===== src/rtl/plru8_victim_sel.sv =====
// Tree pseudo-LRU victim selector for an 8-way set-associative cache.
// Holds 7 PLRU bits and 8 valid bits per set and returns a victim way over a valid/ready handshake.
module plru8_victim_sel #(
  parameter int NUM_SETS = 64,
  parameter int IDX_W    = $clog2(NUM_SETS)
) (
  input  logic             clk_i,
  input  logic             rst_i,
  output logic             busy_o,
  input  logic             hit_valid_i,
  input  logic [IDX_W-1:0] hit_index_i,
  input  logic [2:0]       hit_way_i,
  input  logic             alloc_req_i,
  input  logic [IDX_W-1:0] alloc_index_i,
  output logic             alloc_ready_o,
  output logic             victim_valid_o,
  output logic [2:0]       victim_way_o,
  input  logic             victim_ready_i,
  input  logic             inv_valid_i,
  input  logic [IDX_W-1:0] inv_index_i,
  input  logic [2:0]       inv_way_i
);

  typedef enum logic [1:0] {INIT, IDLE, RESP} state_t;

  localparam logic [IDX_W-1:0] LAST_SET = IDX_W'(NUM_SETS - 1);

  state_t           state, state_nxt;
  logic [IDX_W-1:0] ptr;
  logic [IDX_W-1:0] idx_q;
  logic [2:0]       way_q;

  logic [6:0] plru [NUM_SETS];
  logic [7:0] vld  [NUM_SETS];

  logic       accept;
  logic       fill_en;
  logic [6:0] fill_base;
  logic [7:0] fill_vld;

  // Point the three tree nodes on the path to w away from w.
  function automatic logic [6:0] plru_touch(input logic [6:0] b, input logic [2:0] w);
    logic [6:0] r;
    logic [2:0] i1;
    logic [2:0] i2;
    r     = b;
    i1    = 3'd1 + {2'b00, w[2]};
    i2    = 3'd3 + {1'b0, w[2], 1'b0} + {2'b00, w[1]};
    r[0]  = ~w[2];
    r[i1] = ~w[1];
    r[i2] = ~w[0];
    return r;
  endfunction

  // Lowest invalid way first; otherwise follow the tree bits to the LRU leaf.
  function automatic logic [2:0] sel_victim(input logic [6:0] b, input logic [7:0] v);
    logic [2:0] w;
    logic [2:0] i1;
    logic [2:0] i2;
    logic       found;
    found = 1'b0;
    w     = 3'd0;
    for (int i = 7; i >= 0; i--) begin
      if (!v[i]) begin
        w     = 3'(i);
        found = 1'b1;
      end
    end
    if (!found) begin
      w[2] = b[0];
      i1   = 3'd1 + {2'b00, w[2]};
      w[1] = b[i1];
      i2   = 3'd3 + {1'b0, w[2], 1'b0} + {2'b00, w[1]};
      w[0] = b[i2];
    end
    return w;
  endfunction

  assign busy_o         = (state == INIT);
  assign alloc_ready_o  = (state == IDLE);
  assign victim_valid_o = (state == RESP);
  assign victim_way_o   = way_q;
  assign accept         = (state == IDLE) && alloc_req_i;
  assign fill_en        = (state == RESP) && victim_ready_i;

  always_comb begin
    state_nxt = state;
    case (state)
      INIT:    if (ptr == LAST_SET) state_nxt = IDLE;
      IDLE:    if (alloc_req_i)     state_nxt = RESP;
      RESP:    if (victim_ready_i)  state_nxt = IDLE;
      default: state_nxt = INIT;
    endcase
  end

  // Same-set ordering: hit touch before fill touch, fill valid-set before invalidate clear.
  always_comb begin
    fill_base = plru[idx_q];
    if (hit_valid_i && (hit_index_i == idx_q))
      fill_base = plru_touch(plru[idx_q], hit_way_i);
    fill_vld = vld[idx_q] | (8'd1 << way_q);
    if (inv_valid_i && (inv_index_i == idx_q))
      fill_vld = fill_vld & ~(8'd1 << inv_way_i);
  end

  // Control stage: FSM, sweep pointer and the held victim
  always_ff @(posedge clk_i or posedge rst_i) begin
    if (rst_i) begin
      state <= INIT;
      ptr   <= '0;
      idx_q <= '0;
      way_q <= 3'd0;
    end else begin
      state <= state_nxt;
      if (state == INIT)
        ptr <= ptr + 1'b1;
      if (accept) begin
        idx_q <= alloc_index_i;
        way_q <= sel_victim(plru[alloc_index_i], vld[alloc_index_i]);
      end
    end
  end

  // State arrays: later writes to the same set override earlier ones
  always_ff @(posedge clk_i) begin
    if (state == INIT) begin
      plru[ptr] <= 7'd0;
      vld[ptr]  <= 8'd0;
    end else begin
      if (hit_valid_i)
        plru[hit_index_i] <= plru_touch(plru[hit_index_i], hit_way_i);
      if (fill_en)
        plru[idx_q] <= plru_touch(fill_base, way_q);
      if (inv_valid_i)
        vld[inv_index_i] <= vld[inv_index_i] & ~(8'd1 << inv_way_i);
      if (fill_en)
        vld[idx_q] <= fill_vld;
    end
  end

endmodule


===== config.mk =====
export PLATFORM = sky130hd
export DESIGN_NAME = plru8_victim_sel
export DESIGN_NICKNAME = d
export VERILOG_FILES = /design/src/rtl/plru8_victim_sel.sv
export SDC_FILE = /design/constraint.sdc
export NUM_CORES = 2
export LEC_CHECK = 0
export BUFFER_PORTS_ARGS = -buffer_cell sky130_fd_sc_hd__buf_2
export CAP_MARGIN = 30
export CELL_PAD_IN_SITES_DETAIL_PLACEMENT = 1
export CELL_PAD_IN_SITES_GLOBAL_PLACEMENT = 2
export CORE_MARGIN = 10
export CORE_UTILIZATION = 47
export CTS_BUF_LIST = sky130_fd_sc_hd__clkbuf_16
export CTS_CLUSTER_DIAMETER = 80
export CTS_CLUSTER_SIZE = 28
export DETAILED_ROUTE_END_ITERATION = 6
export PLACE_DENSITY_LB_ADDON = 0.1
export SLEW_MARGIN = 20
export SYNTH_ARGS = -nofsm -noshare
export SYNTH_HDL_FRONTEND = slang
export SYNTH_SLANG_ARGS = --single-unit

===== constraint.sdc =====
create_clock -name clk_i -period 4.4 [get_ports clk_i]
set_input_delay 0.66 -clock clk_i [delete_from_list [all_inputs] [get_ports clk_i]]
set_output_delay 0.66 -clock clk_i [all_outputs]
set_load 0.01 [all_outputs]

==> reports/qor.txt <==
result of the run -> completed
Most used DFF post-synth -> edfxtp_1
I/O Pins -> 36
Leakage -> 24.5 nW
Total Die Area -> 151000 um^2
fill cell count -> 13287
number of H-tree levels -> 3
Met3 Routed Length -> 46100 um
Clock Pin Slew Worst Setup and Hold Paths -> 0.10 ns
gate family responsible for the most delay along the worst path -> buffers and inverters
hold path startpoint -> alloc_req_i
Hold Path Depth -> 3
placer congestion estimate -> 1.02
worst skew pair latency -> 0.73 ns
half-perimeter wire length after detailed placement -> 220000 um
depth of the worst register-to-register path -> 11
total number of nets in the final design -> 4987
post-synthesis adder-cell area fraction -> 0.235%
timing-limited maximum frequency -> 229 MHz
standard cell core area -> 135000 um^2
crit path cell chain -> buf_4, nor3b_2, buf_12, buf_4, a22oi_1, a41oi_1, nor4_1, o2111ai_1, o31ai_4, buf_12, mux2i_1
Max Root-Sink Buffers -> 3
Switching Power -> 19.8 mW
xor/xnor cell area share of the yosys netlist -> 0.233%
TritonCTS Sinks -> 977
clock tree from TritonCTS -> yes
number of failing setup endpoints in the final timing report -> 0
summed area of non-filler cells in the final layout -> 72200 um^2
total iterations of the first detailed-routing run -> 6
die outline width -> 389 um
vertical extent of the die -> 389 um
number of synthesized register bits -> 977
highest signal layer in the routed design -> met5
Internal Dissipation -> 21.1 mW
Clock Skew -> 0.0381 ns
synthesized-area fraction occupied by ao, oa, aoi and oai cells -> 11.2%
simple-gate area share of the yosys netlist -> 5.06%
Inserted Clock Buffers -> 67
number of antenna violations at the first check in global routing -> 26
maximum number of pins on one net before global-route repair -> 65
register-to-register setup slack -> 0.03 ns
Req. time, crit path -> 4.94 ns
total routing usage reported by global routing -> 40.1%
worst setup path class -> register to register
Routed wire per std cell -> 46.1 um
EDFF count, synth -> 960
Tightest Pin Transition -> 1.10 ns
Warnings, synthesis -> 0
growth of design area from synthesis to finish -> 12.7%
Netlist Area Pre-Place -> 64000 um^2
number of global-route vias before repair -> 50744
count of buffering cells on the critical path with inverters included -> 4
fin crit share -> 99.4%
Worst path slowest cell -> nor3b_2
clock power share -> 17.5%
Final Hold Fails -> 0
worst-path fanout max -> 64
effective utilization at floorplan -> 47.3%
share of synthesized flip-flops with an asynchronous set or reset -> 1.74%
synth top area cells -> edfxtp_1 (45%), mux4_2 (18%), mux2i_1 (14%)
remaining antenna violation count -> 0
total length of routed wires -> 313000 um
net count of the mapped netlist -> 4863
origin of the critical flop-to-flop path -> idx_q[1]
placed inst area -> 69700 um^2
Post-route DRC -> 0
distinct cell type count after synthesis -> 80
crit path capture type -> register
max cap viols -> 0
peak supply drop -> 0.726 mV
power per cell area -> 567 nW/um^2
minimum clock period after layout -> 4.37 ns
mean instance size in the synthesized netlist -> 13.3 um^2
Synth top area share -> 45.0%
row count -> 135
synthesized instance count -> 4821
sum of negative setup slack -> 0 ns
wire length of the first global-routing pass -> 427000 um
nature of the critical path startpoint -> register
sequential fraction of design power -> 29.3%
largest stage delay on the critical path -> 0.80 ns
arrival time reported for the critical path endpoint -> 4.91 ns
global-route congestion overflow total -> 0
Vias/cell -> 7.80
multiplexer share of the synthesized area -> 33.2%
Worst Hold Endpoint -> state[0]
area leader, netlist -> edfxtp_1
share of total power in combinational logic -> 53.2%
IO Port Bufs -> 35
r2r endpoint -> vld[51][0]
vias -> 52952
main combinational cell family by area after synthesis -> multiplexers
switching share of power -> 48.4%
met1 routed wirelength after detailed routing -> 114000 um
post-CTS setup buffer count -> 0
worst slew slack as a fraction of its limit -> 26.4%
number of slew-limit violations in the final report -> 0
worst hold path type -> input port to register
part of the Yosys area used for sequential elements -> 45.7%
clock tree root driver cell -> clkbuf_16
number of stages on the worst setup path -> 11
unrepaired setup endpoints after global routing -> no
number of DRC markers in iteration 0 -> 9121
length of routed met2 wiring -> 135000 um
layout cells sized above 1 -> 28.6%
-- metrics by stage --
step | worst slack (ns) | utilization (%) | hold WS, ns | power (mW) | instances
2_1_floorplan | 0.650 | - | 0.542 | 22.3 | 4821
3_3_place_gp | 0.0333 | 51.4 | 0.586 | 32.4 | 6646
3_5_place_dp | 0.0445 | 51.5 | 0.612 | 32.7 | 6651
4_1_cts | 0.194 | 53.2 | 0.125 | 39.7 | 6774
5_1_grt | 0.0813 | 53.3 | 0.283 | 41.4 | 6782
6_report | 0.0261 | 53.3 | 0.249 | 40.9 | 6788
-- layout make-up --
type	instances	area [um^2]	share of cell area, %
Multi-Input combinational cell	3239	32300	44.7
Sequential cell	977	29300	40.6
Timing Repair Buffer	638	5990	8.30
Tap cell	1781	2230	3.09
Clock buffer	69	1730	2.39
Clock inverter	54	574	0.796
Inverter	22	82.6	0.114
Antenna cell	8	20.0	0.0277
-- flip-flops by register name, indices dropped and copies added, names as in the netlist --
name	cells
ptr	6
vld	512
state	2
plru	448
victim_way_o	3
idx_q	6
-- per-layer routing --
layer  track usage, %  vias to the layer above
li1                 -                    19890
met1             52.1                    27608
met2             58.7                     4529
met3             15.1                      901
met4             19.3                       24
met5                0                        -
-- worst register-to-register path: stages (launching register included) --
cell and delay, ns:
dfrtp_4 0.63, buf_4 0.27, nor3b_2 0.80, buf_12 0.41, buf_4 0.33, a22oi_1 0.13
a41oi_1 0.63, nor4_1 0.16, o2111ai_1 0.19, o31ai_4 0.13, buf_12 0.22, mux2i_1 0.30
-- how the worst max path moves through the flow --
stage	from	end	slack, ns
after detailed placement	alloc_index_i[0]	victim_way_o[0]	0.04
after global placement	alloc_index_i[0]	victim_way_o[0]	0.03
after CTS	idx_q[1]	plru[4][5]	0.19
final	idx_q[1]	vld[51][0]	0.03
after floorplan	hit_index_i[1]	plru[11][3]	0.65
after global routing	idx_q[1]	plru[1][1]	0.08
-- cells in the mapped netlist (18+ instances only) --
library cell and n:
mux4_2 519, buf_1 56, buf_6 30, a211oi_1 18, inv_1 18, buf_2 190
a21oi_1 38, nor2b_1 29, a221oi_1 67, nand4_1 30, a31oi_1 43, o22ai_1 114
nand2_1 357, mux2i_1 903, a41oi_1 24, nand3_1 32, buf_4 26, a22o_1 47
a22oi_1 319, nor2_1 108, mux2_2 45, clkbuf_1 279, nand2b_1 26, o21ai_0 272
edfxtp_1 960
-- cell families (layout without fill, tap and decap cells) --
logic type | count (synthesis) | count (layout)
AOI/OAI and AO/OA | 1048 | 1048
adders and majority gates | 12 | 12
other | 0 | 8
buffers and inverters | 605 | 783
xor gates and xnor gates | 17 | 17
and+or+nand+nor | 695 | 695
DFF | 977 | 977
muxes | 1467 | 1467
-- layout by cell type, fill, tap and decap left out, types with 10 or more instances in the layout --
master / n
nor3_1: 12
a31oi_1: 43
a221oi_1: 67
nand2_2: 10
nor4_1: 13
buf_12: 92
and3_1: 13
a21oi_1: 38
a211oi_1: 18
mux2i_1: 902
nand2_1: 347
edfxtp_1: 960
and2_1: 12
nor2_2: 50
xnor2_1: 11
o211ai_1: 17
a22oi_1: 319
a22o_1: 46
inv_1: 23
mux4_2: 519
ha_1: 12
nand2b_1: 26
dfrtp_1: 12
o21ai_0: 271
buf_2: 28
nor2_1: 65
mux2_2: 45
nor2b_1: 23
buf_4: 505
a41oi_1: 24
nand4_1: 30
clkbuf_16: 70
o22ai_1: 112
nand3_1: 31
-- power by group through the flow --
| stage | clock [mW] | combinational (mW) | sequential (mW) |
|---|---|---|---|
| 5_1_grt | 7.44 | 22.0 | 12.0 |
| 2_1_floorplan | 0 | 10.5 | 11.8 |
| 4_1_cts | 7.14 | 20.6 | 12.0 |
| 6_report | 7.14 | 21.8 | 12.0 |
| 3_5_place_dp | 0 | 20.5 | 12.2 |
| 3_3_place_gp | 0 | 20.2 | 12.1 |
-- repair_timing --
| item | in CTS | in global routing |
|---|---|---|
| hold buffers | 0 | 1 |
| setup endpoints to repair | 0 | 3 |
| gates resized for setup | 0 | 1 |
| hold endpoints to repair | 0 | 2 |
No activity file was read; power rests on OpenSTA's default activity.
